--- config.mk ---
export PLATFORM = sky130hd
export DESIGN_NAME = serial_pattern_rx
export DESIGN_NICKNAME = d
export VERILOG_FILES = /design/src/rtl/serial_pattern_rx.sv
export SDC_FILE = /design/constraint.sdc
export NUM_CORES = 1
export LEC_CHECK = 0
export BUFFER_PORTS_ARGS = -buffer_cell sky130_fd_sc_hd__buf_2
export CORE_ASPECT_RATIO = 0.6
export CORE_MARGIN = 2
export CORE_UTILIZATION = 34
export DETAILED_ROUTE_END_ITERATION = 12
export PLACE_DENSITY = 0.54
export SYNTH_ARGS = -nofsm -noshare
export SYNTH_HDL_FRONTEND = slang
export SYNTH_SLANG_ARGS = --single-unit
export TNS_END_PERCENT = 30
--- constraint.sdc ---
create_clock -name clk -period 3.75 [get_ports clk]
set_input_delay 0.75 -clock clk [delete_from_list [all_inputs] [get_ports clk]]
set_output_delay 0.75 -clock clk [all_outputs]
set_load 0.1 [all_outputs]
--- src/rtl/serial_pattern_rx.sv ---
// rtl/serial_pattern_rx.sv - serial bit-stream receiver with selectable pattern detector
//
// Shifts qualified serial bits into a history register and compares the
// newest PAT_W bits against PAT0 or PAT1 (chosen by sel). Each match gives a
// one-cycle registered flag and bumps a saturating match counter.
//
// Ports:
//   clk        in   1      rising-edge clock
//   rst        in   1      synchronous active-high reset
//   in_vld     in   1      qualifies in; a bit is consumed only when high
//   in         in   1      serial data bit (first bit received lands in the MSB)
//   sel        in   1      pattern select: 0 -> PAT0, 1 -> PAT1
//   overlap    in   1      1 keeps history after a match, 0 clears it
//   flag       out  1      one-cycle pulse in the cycle after a matching bit
//   match_cnt  out  CNT_W  matches since reset, saturating at all-ones
//   armed      out  1      history holds PAT_W valid bits
module serial_pattern_rx #(
    parameter int unsigned          PAT_W = 4,
    parameter logic [PAT_W-1:0]     PAT0  = 4'b1011,
    parameter logic [PAT_W-1:0]     PAT1  = 4'b0110,
    parameter int unsigned          CNT_W = 8
) (
    input  logic             clk,
    input  logic             rst,
    input  logic             in_vld,
    input  logic             in,
    input  logic             sel,
    input  logic             overlap,
    output logic             flag,
    output logic [CNT_W-1:0] match_cnt,
    output logic             armed
);

    localparam int unsigned         FILL_W    = $clog2(PAT_W + 1);
    localparam logic [FILL_W-1:0]   FILL_FULL = FILL_W'(PAT_W);

    typedef enum logic [1:0] {
        EMPTY   = 2'd0,
        FILLING = 2'd1,
        ARMED   = 2'd2
    } state_t;

    state_t             state_q, state_d;
    logic [PAT_W-1:0]   hist_q, hist_d;
    logic [FILL_W-1:0]  fill_q, fill_d;
    logic               sel_q;
    logic               flag_q, flag_d;
    logic [CNT_W-1:0]   cnt_q, cnt_d;

    logic [PAT_W-1:0]   hist_shift;
    logic [FILL_W-1:0]  fill_inc;
    logic [PAT_W-1:0]   pat_sel;

    assign hist_shift = {hist_q[PAT_W-2:0], in};
    assign fill_inc   = (fill_q == FILL_FULL) ? FILL_FULL : fill_q + 1'b1;
    // sel_q equals sel on every cycle that evaluates a match.
    assign pat_sel    = sel_q ? PAT1 : PAT0;

    always_comb begin
        hist_d = hist_q;
        fill_d = fill_q;
        flag_d = 1'b0;
        cnt_d  = cnt_q;

        if (sel != sel_q) begin
            // Pattern switch: restart history, the current bit (if any) is
            // the first of the new window and no match is checked.
            if (in_vld) begin
                hist_d = hist_shift;
                fill_d = FILL_W'(1);
            end else begin
                fill_d = '0;
            end
        end else if (in_vld) begin
            hist_d = hist_shift;
            fill_d = fill_inc;
            if ((hist_shift == pat_sel) && (fill_inc == FILL_FULL)) begin
                flag_d = 1'b1;
                if (cnt_q != {CNT_W{1'b1}}) begin
                    cnt_d = cnt_q + 1'b1;
                end
                if (!overlap) begin
                    hist_d = '0;
                    fill_d = '0;
                end
            end
        end

        // State is a pure function of the fill level.
        if (fill_d == '0) begin
            state_d = EMPTY;
        end else if (fill_d == FILL_FULL) begin
            state_d = ARMED;
        end else begin
            state_d = FILLING;
        end
    end

    always_ff @(posedge clk) begin
        if (rst) begin
            state_q <= EMPTY;
            hist_q  <= '0;
            fill_q  <= '0;
            sel_q   <= sel;
            flag_q  <= 1'b0;
            cnt_q   <= '0;
        end else begin
            state_q <= state_d;
            hist_q  <= hist_d;
            fill_q  <= fill_d;
            sel_q   <= sel;
            flag_q  <= flag_d;
            cnt_q   <= cnt_d;
        end
    end

    assign flag      = flag_q;
    assign match_cnt = cnt_q;
    assign armed     = (state_q == ARMED);

endmodule

* Word level (Yosys, flattened, before mapping)
Index checks and enable logic that the tools add are counted.
Word-level totals: register bits after elaboration 18, latch bits 0, bits in writable memories 0, ROM bits 0, input bits 6, output and inout bits 10, logic and storage cells 36, memories 0
Cells by class: add/sub/neg operators 2, multiply operators 0, div/mod/pow operators 0, order comparisons 0, eq/ne operators 7, shift operators 0, mux-type cells 14, bitwise gates (word level) 2, reduce and logical (&&, ||, !) cells 5
Operator list (number):
- two-way mux 3 bit | 10
- == test 3 bit, second input constant | 3
- adder 8 x 1 -> 8 bit, second input constant | 1
- != test 8 bit, second input constant | 1
- == test 4 bit | 1
- two-way mux 4 bit | 1
- AND reduction 4 bit | 1
- adder 3 x 1 -> 3 bit, second input constant | 1
- logical NOT 3 bit | 1
- OR reduction 3 bit | 1
- == test 2 bit, second input constant | 1
- two-way mux 1 bit | 2
- two-way mux 2 bit | 1
- NOT 1 bit | 2
- OR reduction 2 bit | 1
- logical AND 1 bit | 1
- != test 1 bit | 1

* Logic depth before layout (Yosys ltp)
Gate-level depths: netlist of run 1.
depth after elaboration 9, depth in mapped cells 7, mapped depth without buffers 6

* Worst setup path after synthesis of run 1
OpenSTA, ideal clock, no wires.
path kind reg2reg, start point register cnt_q[0], in the netlist match_cnt[0], end point register cnt_q[6], in the netlist match_cnt[6], library setup time 0.086 ns, data arrival time 2.349 ns, data required time 3.664 ns, setup slack 1.316 ns, cell stages (with the launch flop) 6, path buffers 0, period minus slack after synthesis 2.434 ns, cells stage by stage dfxtp_1 > ha_1 > nand3_1 > or4_1 > or3_1 > a211oi_1
Between the ends: longest elaborated chain between the ends 2, elaborated cells on any way between the ends 3, those cells by class add/sub: 1; eq/ne: 1; reduce/logical: 1
Ends and longest elaborated chain:
- start: declaration | line 48 | logic [CNT_W-1:0] cnt_q, cnt_d;
- start signal: assignment | line 113 | cnt_q <= cnt_d;
- branches (longest 2 deep; another with adder 8 x 1 -> 8 bit)
Several ways; the timed one is not identified. A chain may end at the register's enable or synchronous reset.

* Worst setup path in the final report of run 1
start point input port in, end point register cnt_q[5], in the netlist match_cnt[5]
Between the ends: longest elaborated chain between the ends 3
Ends and longest elaborated chain:
- start: declaration | line 26 | input logic in,
- == test 4 bit | line 77 | if ((hist_shift == pat_sel) && (fill_inc == FILL_FULL)) begin
- logical AND 1 bit | line 77
- AND reduction 4 bit (no source line)
No other way between the ends.

==> impl_metrics.json, run 1 <==
{
  "final-setup-viol-count": 0,
  "power_leakage_nw": 0.439,
  "start_kind": "input port",
  "detail_route.vias_per_cell": 5.19,
  "maxCapViolCount": 0,
  "synth-edff-count": 0,
  "setup.worst_path.end_class": "register",
  "synthesis.yosys.warnings": 0,
  "detail_route.iter0.violations": 32,
  "clk_pin_slew_worst_paths_ns": 0.07,
  "max_fclk_mhz": 411,
  "worst-path-max-fanout": 11,
  "io_buffers": 15,
  "globalRouteTotalUtil": 0.129,
  "grt-ovfl-total": 0,
  "fp.dieArea_sq_mm": 0.00333,
  "detail_route.drc_violations": 0,
  "finalPower_mw": 0.360,
  "postSynthRegisterBits": 18,
  "grt_pass1_wl_um": 3250,
  "postCtsHoldBufs": 0,
  "outcome": "finished, final reports clean",
  "crit_required_ns": 3.89,
  "syn-mean-instance-area_sq_um": 9.05,
  "grt_setup_unrepaired": "no",
  "tritoncts.num_buffers": 3,
  "dieHeight_um": 45.5,
  "timing_worst_setup_path_type": "input port to register",
  "synth_top_cells_by_area": "sky130_fd_sc_hd__dfxtp_1 37%, sky130_fd_sc_hd__mux2i_1 7.2%, sky130_fd_sc_hd__mux2_2 6.9%",
  "main_synth_ff_type": "sky130_fd_sc_hd__dfxtp_1",
  "peakVddDrop_uv": 150,
  "r2r_end": "match_cnt[5]",
  "finalClockSkew_ns": 0.00386,
  "initial_utilization": 0.349,
  "timing.rr.start": "fill_q[0]",
  "reg2regPathDepth": 6,
  "detailedRoute.firstPassIterationCount": 4,
  "power_density_mw_per_mm2": 324,
  "vias": 804,
  "whs_path_depth": 2,
  "synth_area_sq_um": 977,
  "crit_path_end": "match_cnt[5]",
  "cts_setup_buffers": 0,
  "synth_commonest_cells": "18 x sky130_fd_sc_hd__dfxtp_1, 8 x sky130_fd_sc_hd__nor2_1, 8 x sky130_fd_sc_hd__nor2b_1, 8 x sky130_fd_sc_hd__nor4_1, 7 x sky130_fd_sc_hd__mux2i_1",
  "synth-async-reset-ratio": 0,
  "antenna_violating_nets_post_route": 0,
  "floorplan.core_area_sq_mm": 0.00280,
  "setup.worst_path.start": "in",
  "rows": 15,
  "worst-slew-pin-transition_ns": 1.24,
  "cts_tree": "done",
  "deepest_level_of_the_cts_h_tree": 1,
  "post_dp_cell_area_sq_mm": 0.00107,
  "fraction_of_final_layout_cells_with_drive_strength_greater_than_1": 0.231,
  "routed_wirelength_um": 2090,
  "grt_antenna_before_repair": 0,
  "syn2layout_area_growth_pct": 13.7,
  "timing.hold.worst.class": "register to register",
  "die_width_um": 73.2,
  "routedWlPerCell_um": 13.5,
  "synthDistinctLibCells": 33,
  "ioPinCount": 16,
  "slew_headroom": 0.166,
  "first_global_vias": 686,
  "dpl.hpwl_um": 1540,
  "synthMostInstantiatedCell": "sky130_fd_sc_hd__dfxtp_1",
  "grt_max_degree": 20,
  "synth_area_leader_cell": "sky130_fd_sc_hd__dfxtp_1",
  "post_cts.resized_instances": 0,
  "cts_buffer_depth": 2,
  "ys_seq_area_frac": 0.369,
  "postSynthNetCount": 117,
  "final_net_count": 132,
  "clk_latency_ns": 0.25,
  "final_period_minus_worst_setup_slack_ns": 2.43,
  "r2r_slack_ns": 1.40,
  "number_of_sinks_handled_by_clock_tree_synthesis": 18,
  "synth_top_area_frac": 0.369,
  "cts.root.buffer_cell": "sky130_fd_sc_hd__clkbuf_8",
  "netlist_instances": 108,
  "n_antenna_cell": 0,
  "period_share": 0.649,
  "timing_max_transition_violations_final": 0,
  "cp.arrival_ns": 2.57,
  "layout.cell_area.non_filler_sq_mm": 0.00111,
  "final.setup.tns_ns": 0,
  "gpl.final_weighted_congestion": 0.750,
  "whs_ns": 0.546,
  "finalHoldViolCount": 0
}
==> critical path, cell delays in order <==
cell and delay, ns:
sky130_fd_sc_hd__buf_2 0.09, sky130_fd_sc_hd__and4bb_2 0.23, sky130_fd_sc_hd__o21ai_0 0.96, sky130_fd_sc_hd__nor4_1 0.21, sky130_fd_sc_hd__mux2_2 0.33
==> placed cells by master, fill, tap and decap left out, types with 2 or more instances in the layout <==
master / Yosys / layout
sky130_fd_sc_hd__or3_1: 2 / 2
sky130_fd_sc_hd__dfxtp_1: 18 / 18
sky130_fd_sc_hd__nand3_1: 3 / 3
sky130_fd_sc_hd__a211oi_1: 4 / 4
sky130_fd_sc_hd__a21oi_1: 3 / 3
sky130_fd_sc_hd__mux2i_1: 7 / 7
sky130_fd_sc_hd__buf_2: 2 / 15
sky130_fd_sc_hd__nor2b_1: 8 / 8
sky130_fd_sc_hd__ha_1: 3 / 3
sky130_fd_sc_hd__nand4_1: 2 / 2
sky130_fd_sc_hd__nor3_1: 2 / 2
sky130_fd_sc_hd__o21ai_0: 3 / 3
sky130_fd_sc_hd__mux2_2: 6 / 6
sky130_fd_sc_hd__nand2_1: 4 / 4
sky130_fd_sc_hd__nand2b_1: 2 / 2
sky130_fd_sc_hd__inv_1: 6 / 6
sky130_fd_sc_hd__o2111ai_1: 2 / 2
sky130_fd_sc_hd__nor2_1: 8 / 8
sky130_fd_sc_hd__nor4_1: 8 / 8
sky130_fd_sc_hd__clkbuf_8: 0 / 3
==> per-stage QoR <==
step                setup WS (ns)  cells   util
detailed placement           1.05    152  0.383
global placement             1.18    152  0.383
finish                       1.32    155  0.397
floorplan                    1.32    108      -
CTS                          1.37    155  0.397
global route                 1.15    155  0.397
==> area by class of cell <==
cell class | count | area, sq um
Clock buffer | 3 | 41.3
Fill cell | 280 | 1690
Inverter | 6 | 22.5
Multi-Input combinational cell | 79 | 569
Sequential cell | 18 | 360
Tap cell | 34 | 42.5
Timing Repair Buffer | 15 | 75.1
==> flip-flops by register name (all words and copies together) (netlist names) <==
signal     count
hist_q         3
fill_q         3
flag           1
match_cnt      8
state_q        2
sel_q          1
==> per-layer routing <==
layer  wire [um]  GRT usage  vias to the layer above  part of all wire
met2         803      0.164                       10              0.38
met5           0          0                        -                 0
met4          14     0.0333                        0            0.0067
met1        1220      0.200                      367              0.58
met3          55     0.0465                        2             0.026
li1            -          -                      425                 -
==> kinds of logic after synthesis <==
family | count (synthesis) | synth area share
AND/OR/NAND/NOR | 47 | 0.288
AO/OA/AOI/OAI | 14 | 0.0973
buffers and inverters | 11 | 0.0487
multiplexers | 13 | 0.141
XOR/XNOR | 2 | 0.0179
flip-flops | 18 | 0.369
adder cells (fa/ha/maj) | 3 | 0.0384
==> power breakdown <==
group	leakage, nW	internal (mW)	switching (mW)
logic	0.271	0.0112	0.0180
registers	0.146	0.195	0.00299
clock network	0.0216	0.0713	0.0612
total	0.439	0.278	0.0823
==> worst min path at each step <==
stage	start	end	slack [ns]
floorplan	fill_q[0]	fill_q[0]	0.50
global placement	match_cnt[6]	match_cnt[6]	0.50
detailed placement	fill_q[0]	fill_q[0]	0.53
CTS	fill_q[0]	fill_q[0]	0.54
global route	match_cnt[6]	match_cnt[6]	0.57
finish	fill_q[0]	fill_q[0]	0.55
Power figures use the tool's default switching activity.
==> inputs of run 2 (changes only) <==
ABC_AREA = 1   (was default)
PLACE_DENSITY = 0.53   (was 0.54)
clock period = 2.3 ns   (was 3.75 ns; I/O delays follow)
==> run 2 against run 1 <==
Effect of this change:
- die area is 4.3% higher
- power is 68% higher
- clock skew is 0.0015 ns lower
- wire length is 1.7% lower
- largest power group unchanged
- setup slack worse by 0.68 ns
- synthesized cell count is 33% higher
- register-to-register slack worse by 0.76 ns
- via count is 14% higher
- clock power is 58% higher
- global-route usage is 0.70 points higher
- core utilization is 1.1 points higher
==> impl_metrics.json, run 2 <==
{
  "synth_commonest_cells": "42 x sky130_fd_sc_hd__nand2_1, 21 x sky130_fd_sc_hd__inv_1, 18 x sky130_fd_sc_hd__dfxtp_1",
  "dieHeight_um": 46.5,
  "number_of_sinks_handled_by_clock_tree_synthesis": 18,
  "syn-mean-instance-area_sq_um": 7.10,
  "clk_pin_slew_worst_paths_ns": 0.06,
  "die_width_um": 74.8,
  "synth-async-reset-ratio": 0,
  "detailedRoute.firstPassIterationCount": 4,
  "worst-slew-pin-transition_ns": 0.486,
  "crit_required_ns": 2.48,
  "vias": 918,
  "peakVddDrop_uv": 222,
  "final_period_minus_worst_setup_slack_ns": 1.66,
  "portion_of_total_power_attributed_to_sequential_cells": 0.541,
  "postSynthRegisterBits": 18,
  "gpl.final_weighted_congestion": 0.918,
  "floorplan.core_area_sq_mm": 0.00287,
  "globalRouteTotalUtil": 0.136,
  "fraction_of_final_layout_cells_with_drive_strength_greater_than_1": 0.182,
  "slew_headroom": 0.679,
  "routed_wirelength_um": 2060,
  "grt_antenna_before_repair": 0,
  "finalHoldViolCount": 0,
  "synth-edff-count": 0,
  "n_antenna_cell": 0,
  "detail_route.vias_per_cell": 4.57,
  "synth_top_cells_by_area": "sky130_fd_sc_hd__dfxtp_1 35%, sky130_fd_sc_hd__nand2_1 15%, sky130_fd_sc_hd__inv_1 7.7%",
  "multi_input_area_sq_um": 557,
  "combPwrFrac": 0.112,
  "cts.root.buffer_cell": "sky130_fd_sc_hd__clkbuf_8",
  "netlist_instances": 144,
  "power_leakage_nw": 0.573,
  "grt.met1_usage": 0.212,
  "cts_setup_buffers": 0,
  "start_kind": "register",
  "cp.arrival_ns": 1.84,
  "dpl.hpwl_um": 1610,
  "first_global_vias": 755,
  "max_fclk_mhz": 601,
  "timing_max_transition_violations_final": 0,
  "ff_latch_area_sq_um": 360,
  "synth_area_leader_cell": "sky130_fd_sc_hd__dfxtp_1",
  "grt-ovfl-total": 0,
  "synthesis.yosys.warnings": 0,
  "routedWlPerCell_um": 10.2,
  "grt_use_met3": 0.0591,
  "period_share": 0.723,
  "io_buffers": 15,
  "postCtsHoldBufs": 0,
  "timing.hold.worst.class": "input port to register",
  "post_cts.resized_instances": 0,
  "maxCapViolCount": 0,
  "grt_setup_unrepaired": "no",
  "final_cell_mix": "42 x sky130_fd_sc_hd__nand2_1, 21 x sky130_fd_sc_hd__inv_1, 18 x sky130_fd_sc_hd__dfxtp_1",
  "finalPower_mw": 0.605,
  "worst-path-max-fanout": 9,
  "final.setup.tns_ns": 0,
  "synth_area_sq_mm": 0.00102,
  "met2_usage": 0.170,
  "cts_buffer_depth": 2,
  "outcome": "finished, final reports clean",
  "rows": 15,
  "synthMostInstantiatedCell": "sky130_fd_sc_hd__nand2_1",
  "antenna_violating_nets_post_route": 0,
  "synthDistinctLibCells": 20,
  "preCtsSetupSlack_ns": 0.630,
  "grt_max_degree": 15,
  "clk_latency_ns": 0.25,
  "detail_route.drc_violations": 0,
  "deepest_level_of_the_cts_h_tree": 1,
  "fp.dieArea_sq_mm": 0.00348,
  "power_density_mw_per_mm2": 516,
  "main_synth_ff_type": "sky130_fd_sc_hd__dfxtp_1",
  "p_switching_mw": 0.147,
  "final_net_count": 170,
  "postSynthNetCount": 153,
  "synth_top_area_frac": 0.353,
  "timing_worst_setup_path_type": "register to register",
  "final-setup-viol-count": 0,
  "cts_tree": "done",
  "layout_commonest_cell": "sky130_fd_sc_hd__nand2_1",
  "grt_pass1_wl_um": 3510,
  "setup.worst_path.end_class": "register",
  "flip_flop_count_of_the_largest_register_after_layout": 8,
  "fillCellCount": 301,
  "ioPinCount": 16,
  "grt.busiest_layer": "met1",
  "setup_ws_ns": 0.637,
  "finalClockSkew_ns": 0.00238,
  "initial_utilization": 0.356,
  "power_report.internal_total_mw": 0.457,
  "ys_seq_area_frac": 0.353,
  "syn2layout_area_growth_pct": 14.7,
  "p_clk_frac": 0.347,
  "switching_share": 0.244,
  "detail_route.iter0.violations": 56,
  "tritoncts.num_buffers": 3
}
-- run 2: changes by cell type in the layout (fill, tap and decap cells not counted), moves of 7 or more --
cell	delta
sky130_fd_sc_hd__inv_1	+15
sky130_fd_sc_hd__nand4_1	+8
sky130_fd_sc_hd__a21oi_1	+9
sky130_fd_sc_hd__mux2i_1	-7
sky130_fd_sc_hd__nor2b_1	-8
sky130_fd_sc_hd__nor4_1	-8
sky130_fd_sc_hd__nand2_1	+38
-- run 2: per-stage QoR --
stage	hold WS, ns	std cells	cell area, sq um	utilization
final	0.341	201	1170	0.408
after detailed placement	0.481	198	1130	0.394
after global placement	0.479	198	1130	0.394
after floorplan	0.460	144	1020	-
after CTS	0.333	201	1170	0.408
after global routing	0.333	201	1170	0.408
-- run 2: final timing paths --
check,startpoint,end,slack [ns],cells past startpoint
max,fill_q[0],match_cnt[3],0.64,7
min,sel,sel_q,0.34,1
max reg2reg,fill_q[0],match_cnt[3],0.64,7
min reg2reg,hist_q[0],hist_q[1],0.48,2
-- run 2: area by class of cell --
cell class,instances,share of cell area
Clock buffer,3,0.0352
Inverter,23,0.0736
Multi-Input combinational cell,100,0.475
Sequential cell,18,0.307
Tap cell,42,0.0448
Timing Repair Buffer,15,0.0640
-- run 2: metal layers --
metal  routed length, um  vias up
li1                    -      491
met2                 783       17
met4                   8        0
met3                  91        2
met1                1170      408
met5                   0        -
-- run 2: cell families after synthesis --
logic type,after synthesis,share of synthesized area
flops,18,0.353
simple gates,74,0.382
fa+ha+maj,3,0.0367
buf+inv,26,0.103
xor+xnor,3,0.0257
compound gates,20,0.100
-- run 2: worst max-delay path, cell delays in order (launching register included) --
cell,delay [ns]
sky130_fd_sc_hd__dfxtp_1,0.34
sky130_fd_sc_hd__inv_2,0.05
sky130_fd_sc_hd__ha_1,0.33
sky130_fd_sc_hd__nor2_4,0.13
sky130_fd_sc_hd__nand2_2,0.08
sky130_fd_sc_hd__nor3_4,0.36
sky130_fd_sc_hd__nand4_1,0.14
sky130_fd_sc_hd__a21oi_1,0.15
-- run 2: power groups by stage --
stage          registers [mW]  clock network (mW)  logic (mW)
5_1_grt                 0.329               0.234      0.0775
4_1_cts                 0.327               0.223      0.0674
3_5_place_dp            0.334                   0      0.0675
6_report                0.327               0.210      0.0675
2_1_floorplan           0.333                   0      0.0541
3_3_place_gp            0.334                   0      0.0674
